[src/rtl/mem_arb_pkg.sv]
// Shared encodings for the memory port arbiter: FSM states, owner ids and counter width.
package mem_arb_pkg;

   typedef enum logic [1:0] {
      IDLE  = 2'd0,
      ISSUE = 2'd1,
      WAIT  = 2'd2,
      RESP  = 2'd3
   } arb_state_t;

   localparam logic OWN_IF = 1'b0;
   localparam logic OWN_D  = 1'b1;

   localparam int CNT_W = 4;

endpackage

[src/rtl/mem_port_arbiter_grant.sv]
// Combinational grant pick: data wins unless fetch is waiting and the data streak is saturated.
module mem_grant_select
   import mem_arb_pkg::*;
(
   input  logic if_req,
   input  logic d_req,
   input  logic streak_sat,
   output logic grant_valid,
   output logic grant_owner
);

   always_comb begin
      grant_valid = if_req | d_req;
      grant_owner = OWN_IF;
      if (d_req && !(if_req && streak_sat)) begin
         grant_owner = OWN_D;
      end
   end

endmodule

[src/rtl/mem_port_arbiter.sv]
// Shares one single-port synchronous memory between fetch and data requesters,
// one access at a time (IDLE -> ISSUE -> WAIT x LATENCY -> RESP), stalling the core meanwhile.
module mem_port_arbiter
   import mem_arb_pkg::*;
#(
   parameter  int ADDR_W       = 32,
   parameter  int DATA_W       = 32,
   parameter  int LATENCY      = 1,
   parameter  int MAX_D_STREAK = 4,
   localparam int STREAK_W     = $clog2(MAX_D_STREAK + 1)
) (
   input  logic                clk,
   input  logic                reset,
   input  logic                if_req,
   input  logic [ADDR_W-1:0]   if_addr,
   output logic [DATA_W-1:0]   if_rdata,
   output logic                if_valid,
   input  logic                d_req,
   input  logic                d_we,
   input  logic [ADDR_W-1:0]   d_addr,
   input  logic [DATA_W-1:0]   d_wdata,
   output logic [DATA_W-1:0]   d_rdata,
   output logic                d_valid,
   output logic                mem_req,
   output logic                mem_we,
   output logic [ADDR_W-1:0]   mem_addr,
   output logic [DATA_W-1:0]   mem_wdata,
   input  logic [DATA_W-1:0]   mem_rdata,
   output logic                core_ena,
   output logic [1:0]          fsm_state,
   output logic [STREAK_W-1:0] d_streak
);

   // Handshake: a requester raises req with stable fields and holds them until its
   // one-cycle valid pulse; req is ignored during that pulse, so a new request may
   // be presented in the following cycle and is arbitrated in IDLE.

   arb_state_t          state, state_next;
   logic [CNT_W-1:0]    cnt;
   logic [STREAK_W-1:0] streak;
   logic                own;
   logic [ADDR_W-1:0]   lat_addr;
   logic                lat_we;
   logic [DATA_W-1:0]   lat_wdata;
   logic                grant_valid;
   logic                grant_owner;
   logic                streak_sat;

   assign streak_sat = (streak == STREAK_W'(MAX_D_STREAK));

   mem_grant_select u_grant (
      .if_req      (if_req),
      .d_req       (d_req),
      .streak_sat  (streak_sat),
      .grant_valid (grant_valid),
      .grant_owner (grant_owner)
   );

   always_ff @(posedge clk) begin
      if (!reset) begin
         state <= IDLE;
      end else begin
         state <= state_next;
      end
   end

   always_comb begin
      state_next = state;
      mem_req    = 1'b0;
      mem_we     = 1'b0;
      if_valid   = 1'b0;
      d_valid    = 1'b0;
      unique case (state)
         IDLE: begin
            if (grant_valid) state_next = ISSUE;
         end
         ISSUE: begin
            mem_req    = 1'b1;
            mem_we     = lat_we;
            state_next = WAIT;
         end
         WAIT: begin
            if (cnt == CNT_W'(1)) state_next = RESP;
         end
         RESP: begin
            if_valid   = (own == OWN_IF);
            d_valid    = (own == OWN_D);
            state_next = IDLE;
         end
         default: state_next = IDLE;
      endcase
   end

   always_ff @(posedge clk) begin
      if (!reset) begin
         cnt       <= '0;
         streak    <= '0;
         own       <= OWN_IF;
         lat_addr  <= '0;
         lat_we    <= 1'b0;
         lat_wdata <= '0;
         if_rdata  <= '0;
         d_rdata   <= '0;
      end else begin
         unique case (state)
            IDLE: begin
               if (grant_valid) begin
                  own <= grant_owner;
                  if (grant_owner == OWN_D) begin
                     lat_addr  <= d_addr;
                     lat_we    <= d_we;
                     lat_wdata <= d_wdata;
                     // Streak only grows while fetch is actually being held off.
                     if (!if_req) begin
                        streak <= '0;
                     end else if (!streak_sat) begin
                        streak <= streak + 1'b1;
                     end
                  end else begin
                     lat_addr  <= if_addr;
                     lat_we    <= 1'b0;
                     lat_wdata <= '0;
                     streak    <= '0;
                  end
               end
            end
            ISSUE: begin
               cnt <= CNT_W'(LATENCY);
            end
            WAIT: begin
               cnt <= cnt - 1'b1;
               if (cnt == CNT_W'(1)) begin
                  if (own == OWN_D) begin
                     d_rdata <= mem_rdata;
                  end else begin
                     if_rdata <= mem_rdata;
                  end
               end
            end
            default: ;
         endcase
      end
   end

   assign mem_addr  = lat_addr;
   assign mem_wdata = lat_wdata;
   assign core_ena  = ~((if_req & ~if_valid) | (d_req & ~d_valid));
   assign fsm_state = state;
   assign d_streak  = streak;

endmodule
[config.mk]
export PLATFORM = sky130hd
export DESIGN_NAME = mem_port_arbiter
export DESIGN_NICKNAME = d
export VERILOG_FILES = /design/src/rtl/mem_arb_pkg.sv /design/src/rtl/mem_port_arbiter_grant.sv /design/src/rtl/mem_port_arbiter.sv
export SDC_FILE = /design/constraint.sdc
export NUM_CORES = 1
export LEC_CHECK = 0
export CAP_MARGIN = 20
export CORE_MARGIN = 1.5
export CORE_UTILIZATION = 44
export DETAILED_ROUTE_END_ITERATION = 16
export PLACE_DENSITY = 0.85
export REMOVE_ABC_BUFFERS = 1
export SETUP_SLACK_MARGIN = 0.15
export SYNTH_ARGS = -nofsm -noshare
export SYNTH_HDL_FRONTEND = slang
export SYNTH_SLANG_ARGS = --single-unit
[constraint.sdc]
create_clock -name clk -period 4.41 [get_ports clk]
set_input_delay 0.882 -clock clk [delete_from_list [all_inputs] [get_ports clk]]
set_output_delay 0.882 -clock clk [all_outputs]
set_load 0.01 [all_outputs]
== Word-level counts from Yosys, hierarchy flattened ==
Index checks and enable logic that the tools add are counted.

* Register bits: 139
* Input bits: 133
* Output and inout port bits: 138
* Word-level logic and storage cells: 52

* $add $sub $neg: 2
* Equal/unequal tests: 8
* Multiplexer cells: 15
* Bitwise gates (word level): 8
* Reduce and logical (&&, ||, !) cells: 10

{| class="wikitable"
|+ Operators by type and width
! cell !! number
|-
| $mux W32 || 2
|-
| $mux W3 || 3
|-
| $reduce_and A3 Y1 || 3
|-
| $pmux W2 S4 || 1
|-
| $pmux W4 S2 || 1
|-
| $mux W1 || 6
|-
| $eq A2 B2 Y1 const B || 2
|-
| $eq A4 B1 Y1 const B || 1
|-
| $mux W2 || 2
|-
| $ne A2 B2 Y1 const B || 2
|-
| $not A1 Y1 || 4
|-
| $reduce_and A2 Y1 || 2
|-
| $sub A4 B1 Y4 const B || 1
|-
| $add A3 B1 Y3 const B || 1
|-
| $eq A3 B3 Y1 const B || 1
|-
| $ne A3 B3 Y1 const B || 1
|-
| $and A1 B1 Y1 || 2
|-
| $eq A2 B1 Y1 const B || 1
|-
| $logic_and A1 B1 Y1 || 2
|-
| $logic_not A2 Y1 || 1
|-
| $or A1 B1 Y1 || 2
|-
| $reduce_bool A2 Y1 || 1
|-
| $logic_not A1 Y1 || 1
|}

== Logic depth before layout (Yosys ltp) ==
* Depth in word-level cells: 7
* Depth in mapped cells: 8

== Cells and area by module ==
Synthesis repeated with hierarchy kept, for this count alone.

* Cells, all modules: 608
* Area, all modules: 5806.8 um2

{| class="wikitable"
|+ By module, submodules not included
! module !! times used !! cells an instance !! area an instance (um2) !! sequential area each (um2)
|-
| mem_port_arbiter || 1 || 606 || 5793.1 || 2782.7
|-
| mem_grant_select || 1 || 2 || 13.8 || 0.0
|}

== Worst setup path after synthesis ==
OpenSTA, ideal clock, no wires.

* Path kind: in2out
* Start point: in d_req
* End point: out core_ena
* Data arrival time: 1528 ps
* Data required time: 3528 ps
* Slack: 2000 ps
* Stages: 5
* Buffers on the path: 2
* Cells stage by stage: buf_2 buf_2 inv_1 nor2_1 o2bb2ai_1

* Word-level cells in the longest chain between the ends: 3

{| class="wikitable"
|+ RTL lines
! item !! line !! source
|-
| start: declaration || mem_port_arbiter.sv:18 || <nowiki>input logic d_req,</nowiki>
|-
| $and A1 B1 Y1 || mem_port_arbiter.sv:147 || <nowiki>assign core_ena = ~((if_req & ~if_valid) | (d_req & ~d_valid));</nowiki>
|-
| $or A1 B1 Y1 || mem_port_arbiter.sv:147 ||
|-
| $not A1 Y1 || mem_port_arbiter.sv:147 ||
|-
| end: declaration || mem_port_arbiter.sv:29 || <nowiki>output logic core_ena,</nowiki>
|}

Every way passes these cells.

== Worst setup path after layout ==
* Start point: in if_req
* End point: out core_ena

* Word-level cells in the longest chain between the ends: 3

{| class="wikitable"
|+ RTL lines
! item !! line !! source
|-
| start: declaration || mem_port_arbiter.sv:14 || <nowiki>input logic if_req,</nowiki>
|-
| $and A1 B1 Y1 || mem_port_arbiter.sv:147 ||
|-
| $or A1 B1 Y1 || mem_port_arbiter.sv:147 ||
|-
| $not A1 Y1 || mem_port_arbiter.sv:147 ||
|}

Every way passes these cells.

==> run summary <==
========================================================================================
Die ar.                                                                       13700 um^2
Leakage                                                                          3.08 nW
Number of storage elements in the synthesis netlist                                  139
Wire per inst                                                                    17.6 um
Die Height                                                                        117 um
Power density over cell area                                                 498 nW/um^2
Outcome                                                                        completed
Data arrival time of the critical path                                           2.36 ns
Drt pass-1 iters                                                                       5
Antenna violations before repair                                                       0
Maximum number of pins on one net before global-route repair                          70
Maximum fanout along the worst path                                                    8
Diodes inserted                                                                        0
Filler cell count in the final layout                                                922
Final hold violation count                                                             0
Post-DR vias/cell                                                                   5.59
Area growth syn-to-layout                                                          57.4%
Cells after synthesis                                                                622
Number of gates given a new drive strength after cts                                   0
Proportion of layout cells with a drive suffix above 1                             8.89%
Worst Clk Skew                                                                0.00708 ns
Tightest Hold Check Type                                                    register to register
Number of rows created at floorplan                                                   41
Area of the core                                                              12700 um^2
Kind of launch point of the worst setup path                                primary input
Number of synthesized flops with an enable pin                                         0
Final critical-path required period                                              3.24 ns
Number of buffers added on ports                                                     270
Clock network latency to the later pin of the worst-skew pair                    0.41 ns
Distinct cells, synth                                                                 43
Pins over their slew limit                                                             0
Unrepaired setup endpoints after global routing                                    false
Summed instance area of the synthesized netlist                                5740 um^2
Layout net count                                                                     994
Max capacitance violation total                                                        0
Fraction of synthesis flops using an asynchronous set or reset pin                    0%
Total of warnings raised by yosys                                                      0
Finish-stage setup viols                                                               0
Total via count after detailed routing                                              5807
Initial drt markers                                                                  582
Chip Width                                                                        117 um
Power Total                                                                      4.50 mW
Number of levels in the clock H-tree                                                   4
Wire length of the first global-routing pass                                    27100 um
Max_slew headroom                                                                  45.5%
Clock tree root buffer cell                                                    clkbuf_16
Least-Margin Pin Slew                                                           0.815 ns
Leading register cell type out of synthesis                                      dfxtp_1
Final routed wirelength across all metal layers                                 18300 um
CTS clock-pin slew for the worst setup and hold paths                            0.06 ns
Count of antenna-violating nets left after detailed routing                            0
Setup Crit Path Kind                                                        primary input to output pin
Number of buffers created by CTS                                                      17
Data required, critical path                                                     3.53 ns
Share of the yosys chip area belonging to registers                                48.5%
Final estimated routing congestion in global placement                             0.817
Total clock sinks                                                                    139
Final worst path period share                                                      73.6%
Clk buf depth                                                                          2
Final TNS setup                                                                     0 ns
Postcts setup bufs                                                                     0
Achievable frequency                                                             308 MHz
Total congestion overflow                                                              0
Worst IR drop on VDD                                                          0.000313 V
Top Ports                                                                            271
Sort of element at the end of the critical path                               output pin
CTS tree                                                                             yes
Total half-perimeter wirelength after legalization and detailed placement       12500 um
Effective utilization at floorplan                                                 45.3%
CTS Hold Bufs                                                                          0
Post-synthesis average cell area                                               9.23 um^2
Minimum setup slack among reg-to-reg paths                                       2.00 ns
Overall routing resource usage                                                     25.4%
Via count of the first global-routing pass                                          5521
Count of unresolved DRC violations after routing                                       0
========================================================================================
through the flow:
step | instances | area [um^2] | hold slack [ns] | setup WS, ns | utilization [%]
2_1_floorplan | 554 | 5380 | 0.434 | 1.24 | -
3_3_place_gp | 1006 | 8380 | 0.456 | 1.20 | 66.2
3_5_place_dp | 1006 | 8380 | 0.455 | 1.10 | 66.2
4_1_cts | 1038 | 9030 | 0.476 | 1.18 | 71.3
5_1_grt | 1038 | 9030 | 0.485 | 1.15 | 71.3
6_report | 1038 | 9030 | 0.473 | 1.17 | 71.3
state kept, by name, indices dropped and copies added, names as in the netlist:
| signal | flops |
|---|---|
| cnt | 4 |
| d_rdata | 32 |
| d_streak | 3 |
| fsm_state | 2 |
| if_rdata | 32 |
| lat_we | 1 |
| mem_addr | 32 |
| mem_wdata | 32 |
| own | 1 |
power by group:
part	switching [mW]	internal, mW
clock	0.550	1.01
combinational	0.733	0.651
sequential	0.117	1.44
total	1.40	3.10
cell families after synthesis:
family / after synthesis / share of synthesized area, %
multiplexers: 1 / 0.174
adder cells (fa/ha/maj): 8 / 1.74
buffers and inverters: 78 / 6.93
flip-flops: 139 / 48.5
AND/OR/NAND/NOR: 122 / 10.9
AO/OA/AOI/OAI: 274 / 31.8
cell usage in the layout (no fill, tap or decap), types with 3 or more instances in the layout:
cell / count
clkdlybuf4s50_1: 270
dfxtp_1: 138
o21ai_0: 95
a21oi_1: 67
nand3_1: 64
a211oi_1: 38
nor2_1: 35
a22o_1: 33
a211oi_2: 26
clkbuf_16: 17
buf_4: 10
inv_1: 8
ha_1: 8
nand2_1: 5
bufinv_16: 5
and2_1: 4
o21ai_1: 3
inv_6: 3
clkinvlp_4: 3
synth_stat cells, types with 5 or more instances:
library cell  number  area, um^2
nor2_1            35         131
buf_2             15        75.1
buf_4             11        82.6
ha_1               8         100
o21ai_0           95         475
a21oi_1           67         335
a22o_1            33         289
dfxtp_1          139        2780
a211oi_2          26         325
nand3_1           64         320
a211oi_1          38         285
clkbuf_1          34         128
buf_6              6        67.6
nand2_1            5        18.8
inv_1              8        30.0
worst paths after layout:
kind	startpoint	end	cells past startpoint
worst min-delay path	mem_wdata[20]	mem_wdata[20]	1
worst max register to register	d_streak[0]	mem_addr[25]	6
worst min register to register	mem_wdata[20]	mem_wdata[20]	1
worst max-delay path	if_req	core_ena	3
layout make-up:
| class | instances | area, um^2 | area share, % |
|---|---|---|---|
| Sequential cell | 139 | 2780 | 30.8 |
| Timing Repair Buffer | 280 | 2780 | 30.8 |
| Multi-Input combinational cell | 405 | 2570 | 28.5 |
| Clock buffer | 18 | 429 | 4.75 |
| Clock inverter | 14 | 218 | 2.41 |
| Tap cell | 172 | 215 | 2.38 |
| Inverter | 10 | 37.5 | 0.416 |
per-layer routing:
layer / up-vias / track usage [%] / routed length [um]
li1: 2753 / - / -
met1: 2793 / 28.6 / 7130
met2: 236 / 44.3 / 9320
met3: 25 / 7.36 / 1460
met4: 0 / 11.9 / 397
met5: - / 0 / 0
critical path: stages:
cell and delay (ns):
clkdlybuf4s50_1 0.62, o2bb2ai_1 0.26, clkdlybuf4s50_1 0.59
(Power assumes the default switching activity.)
